===== src/rtl/traffic_light_controller.sv =====
// Two-way intersection controller with latched vehicle/pedestrian demand and a walk phase.
// Lamps, walk and state_out are registered from the next-state decode, so they always track the state register.
module traffic_light_controller #(
   parameter int unsigned GREEN_TIME  = 8,
   parameter int unsigned YELLOW_TIME = 3,
   parameter int unsigned ALLRED_TIME = 1,
   parameter int unsigned WALK_TIME   = 5,
   parameter int unsigned CNT_WIDTH   = 4
) (
   input  logic       clk,
   input  logic       rst_n,
   input  logic       car_ns,
   input  logic       car_ew,
   input  logic       ped_req,
   output logic [2:0] ns_light,
   output logic [2:0] ew_light,
   output logic       walk,
   output logic [2:0] state_out
);

   if (GREEN_TIME < 1 || YELLOW_TIME < 1 || ALLRED_TIME < 1 || WALK_TIME < 1 ||
       ((GREEN_TIME - 1) >> CNT_WIDTH) != 0 || ((YELLOW_TIME - 1) >> CNT_WIDTH) != 0 ||
       ((ALLRED_TIME - 1) >> CNT_WIDTH) != 0 || ((WALK_TIME - 1) >> CNT_WIDTH) != 0) begin : g_param_check
      $error("traffic_light_controller: phase times must be >=1 and TIME-1 must fit in CNT_WIDTH");
   end

   localparam logic [CNT_WIDTH-1:0] T_GREEN  = CNT_WIDTH'(GREEN_TIME - 1);
   localparam logic [CNT_WIDTH-1:0] T_YELLOW = CNT_WIDTH'(YELLOW_TIME - 1);
   localparam logic [CNT_WIDTH-1:0] T_ALLRED = CNT_WIDTH'(ALLRED_TIME - 1);
   localparam logic [CNT_WIDTH-1:0] T_WALK   = CNT_WIDTH'(WALK_TIME - 1);

   typedef enum logic [2:0] {
      NS_GREEN  = 3'd0,
      NS_YELLOW = 3'd1,
      RED_A     = 3'd2,
      EW_GREEN  = 3'd3,
      EW_YELLOW = 3'd4,
      RED_B     = 3'd5,
      WALK      = 3'd6
   } state_t;

   state_t                 state;
   state_t                 nxt;
   logic [CNT_WIDTH-1:0]   timer;
   logic [CNT_WIDTH-1:0]   load_val;
   logic                   ns_pend;
   logic                   ew_pend;
   logic                   ped_pend;
   logic                   next_dir;
   logic                   tdone;
   logic                   ped_any;
   logic                   entering;
   logic [2:0]             nxt_ns;
   logic [2:0]             nxt_ew;
   logic                   nxt_walk;

   always_comb begin
      nxt      = state;
      tdone    = (timer == '0);
      ped_any  = ped_pend | ped_req;
      case (state)
         NS_GREEN:  if (tdone && (ew_pend || car_ew || ped_any)) nxt = NS_YELLOW;
         NS_YELLOW: if (tdone) nxt = RED_A;
         RED_A:     if (tdone) nxt = ped_any ? WALK : EW_GREEN;
         EW_GREEN:  if (tdone && (ns_pend || car_ns || ped_any)) nxt = EW_YELLOW;
         EW_YELLOW: if (tdone) nxt = RED_B;
         RED_B:     if (tdone) nxt = ped_any ? WALK : NS_GREEN;
         WALK:      if (tdone) nxt = next_dir ? EW_GREEN : NS_GREEN;
         default:   nxt = RED_B;
      endcase
      entering = (nxt != state);

      load_val = T_ALLRED;
      case (nxt)
         NS_GREEN, EW_GREEN:   load_val = T_GREEN;
         NS_YELLOW, EW_YELLOW: load_val = T_YELLOW;
         WALK:                 load_val = T_WALK;
         default:              load_val = T_ALLRED;
      endcase

      nxt_ns   = 3'b100;
      nxt_ew   = 3'b100;
      nxt_walk = 1'b0;
      case (nxt)
         NS_GREEN:  nxt_ns = 3'b001;
         NS_YELLOW: nxt_ns = 3'b010;
         EW_GREEN:  nxt_ew = 3'b001;
         EW_YELLOW: nxt_ew = 3'b010;
         WALK:      nxt_walk = 1'b1;
         default:   nxt_walk = 1'b0;
      endcase
   end

   // Demand that arrives on the same edge its phase is entered is dropped: that phase serves it.
   always_ff @(posedge clk) begin
      if (!rst_n) begin
         state     <= RED_B;
         timer     <= T_ALLRED;
         ns_pend   <= 1'b0;
         ew_pend   <= 1'b0;
         ped_pend  <= 1'b0;
         next_dir  <= 1'b0;
         ns_light  <= 3'b100;
         ew_light  <= 3'b100;
         walk      <= 1'b0;
         state_out <= 3'd5;
      end else begin
         state <= nxt;
         if (entering)
            timer <= load_val;
         else if (timer != '0)
            timer <= timer - CNT_WIDTH'(1);

         ew_pend  <= (entering && nxt == EW_GREEN) ? 1'b0 : (ew_pend | (car_ew & (state != EW_GREEN)));
         ns_pend  <= (entering && nxt == NS_GREEN) ? 1'b0 : (ns_pend | (car_ns & (state != NS_GREEN)));
         ped_pend <= (entering && nxt == WALK) ? 1'b0 : (ped_pend | ped_req);
         if (entering && nxt == WALK)
            next_dir <= (state == RED_A);

         ns_light  <= nxt_ns;
         ew_light  <= nxt_ew;
         walk      <= nxt_walk;
         state_out <= nxt;
      end
   end

endmodule


===== config.mk =====
export PLATFORM = sky130hd
export DESIGN_NAME = traffic_light_controller
export DESIGN_NICKNAME = d
export VERILOG_FILES = /design/src/rtl/traffic_light_controller.sv
export SDC_FILE = /design/constraint.sdc
export NUM_CORES = 1
export LEC_CHECK = 0
export BUFFER_PORTS_ARGS = -buffer_cell sky130_fd_sc_hd__buf_4
export CAP_MARGIN = 20
export CORE_UTILIZATION = 49
export DETAILED_ROUTE_END_ITERATION = 12
export MAX_ROUTING_LAYER = met4
export PLACE_DENSITY = 0.81
export SYNTH_ARGS = -nofsm -noshare
export SYNTH_HDL_FRONTEND = slang
export SYNTH_SLANG_ARGS = --single-unit

===== constraint.sdc =====
create_clock -name clk -period 2.44 [get_ports clk]
set_clock_uncertainty 0.2 [all_clocks]
set_input_delay 0.488 -clock clk [delete_from_list [all_inputs] [get_ports clk]]
set_output_delay 0.488 -clock clk [all_outputs]
set_load 0.01 [all_outputs]

==> run metrics <==
commonest cells in the netlist=18 x dfxtp_1, 14 x nor2_1, 7 x nand2_1; Ys Warns=0; Synth Instances=112; worst path buffer plus inverter count=1; worst reg2reg path depth=8; Die Width=46.57 um; Worst Tran Pin Value=0.4045 ns; mux cell area share after synthesis=0%; CP Launch Type=flip-flop; Die Ht=46.57 um; Synth area leader=dfxtp_1; port buffer count=14; peak supply drop=0.9342 mV; post-synthesis adder-cell area fraction=1.285%; slowest cell on the critical path=or3b_4; Max Cap Viol=0; top-count cell post-synth=dfxtp_1; largest family of logic cells by synthesized area=simple AND/OR/NAND/NOR gates; Synth cell types=46; Vias/cell=5.749; reg2reg start=timer[0]; FF+latch count, synth=18; Row Count=15; ranking of synthesized cells by area=dfxtp_1 37%, nor2_1 5.4%, a21oi_1 3.1%; clock root buffer=clkbuf_4; synthesized area per cell=8.691 um^2; Die ar.=2169 um^2; post-synthesis net count=118; Placeable Area=1802 um^2; H-tree Lvls=1; crit path kind=reg2reg; total routed wirelength=2.568 mm; CTS tree=done; crit path cell chain=inv_2 > ha_4 > or3b_4 > o31a_1 > a31oi_4 > nor2b_4 > and3_4 > o31a_1; top_reg_cell synth=dfxtp_1; TritonCTS Buffers=3; area delta synth->final=33.68%; hold path cells=2; Max Clock Freq=417.0 MHz; drt wl/cell=15.38 um; Post-synth EDFFs=0; sequential area share after synthesis=37.02%; Clock Tree Buf Depth=2; Crit Path Max Fanout=7; HP Class=in2reg; Final Hold Violating Endpoints=0; fin crit share=98.27%; register area=362.8 um^2; IO Count=15; CP delay by family, top=simple AND/OR/NAND/NOR gates; simple-gate share of the synthesized area=27.76%; Compound-Gate Fraction of Synth Area=27.38%; initial DRC count=25; largest net degree at the start of global routing=14; TritonCTS Sinks=18; reg2reg setup slack=0.04 ns; gp weighted congestion=0.9441; Placed Area=1202 um^2; proportion of layout cells with a drive suffix above 1=39.44%; dpl hpwl=1.830 mm; post-route ant nets=0; hold_sp=rst_n; first-pass iteration count of the detailed router=5; Post-Syn Area=973.4 um^2; # fillers=138; worst rel slew slack=72.68%; leak pwr=0.0005386 uW; Critical Path RT=2.48 ns; Initial Utilization=54.03%; DR vias=960; area of the multi-input gates=619.3 um^2; hold endpoint=state[0]; nets=149; clk_lat worst skew=0.30 ns; post-synth top area share=37.02%; Worst path most repeated cell=o31a_1; Total Routing Usage GR=27.98%; initial antenna violation count=0; ANT cells=0; fin area=1301 um^2; vias in the first global route=928; unrepaired setup endpoints after global routing=true; CTS clk-pin slew, worst paths=0.10 ns; XOR/XNOR Fraction of Synth Area=1.799%; ys async rst share=0%; Power Density=1599 nW/um^2; max-slew violation count=0; first-pass GRT wire length=4.105 mm; setup violators final=0; total congestion overflow=0; worst reg2reg path endpoint=timer[0]; status=finished, final reports clean; crit end category=flip-flop; total power=2080 uW; CP max stage delay=0.40 ns; Worst Path Arrival=2.44 ns; Period minus WS final=2.398 ns; DRC Markers=0
-- repair_timing --
| item | CTS | global route |
|---|---|---|
| endpoints found under the setup margin | 4 | 7 |
| hold buffers | 0 | 0 |
| resized for setup | 2 | 11 |
| pin swaps | 1 | 5 |
| setup buffers | 0 | 1 |
-- cells by family after synthesis --
group                    Yosys count
buffers and inverters             10
AND/OR/NAND/NOR                   48
AO/OA/AOI/OAI                     33
flip-flops                        18
adder cells (fa/ha/maj)            1
XOR/XNOR                           2
-- report_power, final --
part           total, uW  switching (uW)  internal [uW]
clock network        185            94.2           91.1
logic               1410             724            687
registers            484            84.8            400
total               2080             903           1180
-- layer usage --
metal / part of all wire (%) / GRT usage, %
met1: 43 / 32.62
met5: 0 / -
met4: 3.2 / 16.47
met3: 3.3 / 5.490
met2: 50 / 43.89
-- worst max-delay path by stage --
stage | startpoint | to | slack, ns | depth (start not counted)
after CTS | timer[0] | timer[0] | 0.03 | 8
after global placement | ped_req | timer[0] | 0.009 | 8
after global routing | timer[1] | timer[0] | -0.04 | 8
after detailed placement | ped_req | timer[0] | -0.01 | 8
after floorplan | timer[0] | timer[0] | 0.08 | 8
final | timer[0] | timer[0] | 0.04 | 8
-- placed cells by master, fill, tap and decap left out, drive strengths merged, types with 2 or more instances in the layout --
cell type  count
o31a           3
nor3b          2
o21ai          7
inv            5
nor2          15
xnor2          2
nand2          7
nor3           5
buf           31
dfxtp         18
nand2b         4
nor2b          4
or2            2
a21oi          6
and3           3
or3            2
clkbuf         4
a31oi          3
-- stage by stage --
stage          setup TNS (ns)  std cells  utilization, %  worst slack, ns  hold slack (ns)
6_report                    0        167           72.22          0.04219           0.2525
5_1_grt              -0.05740        167           72.22         -0.03734           0.2522
4_1_cts                     0        166           69.17          0.03258           0.2435
3_5_place_dp        -0.009859        162           66.74        -0.009859           0.2938
3_3_place_gp                0        162           66.74         0.009250           0.2924
2_1_floorplan               0        112               -          0.07953           0.2598
-- state kept, by name (all words and copies together) (netlist names) --
name and flops:
ew_light 3, ew_pend 1, next_dir 1, ns_light 3
ns_pend 1, ped_pend 1, state 3, timer 4
walk 1
-- area by class of cell --
class                           count  share of cell area [%]
Clock buffer                        4                   2.788
Timing Repair Buffer               31                   17.88
Tap cell                           25                   2.404
Inverter                            5                   1.442
Sequential cell                    18                   27.88
Multi-Input combinational cell     84                   47.60
(Power assumes the default switching activity.)
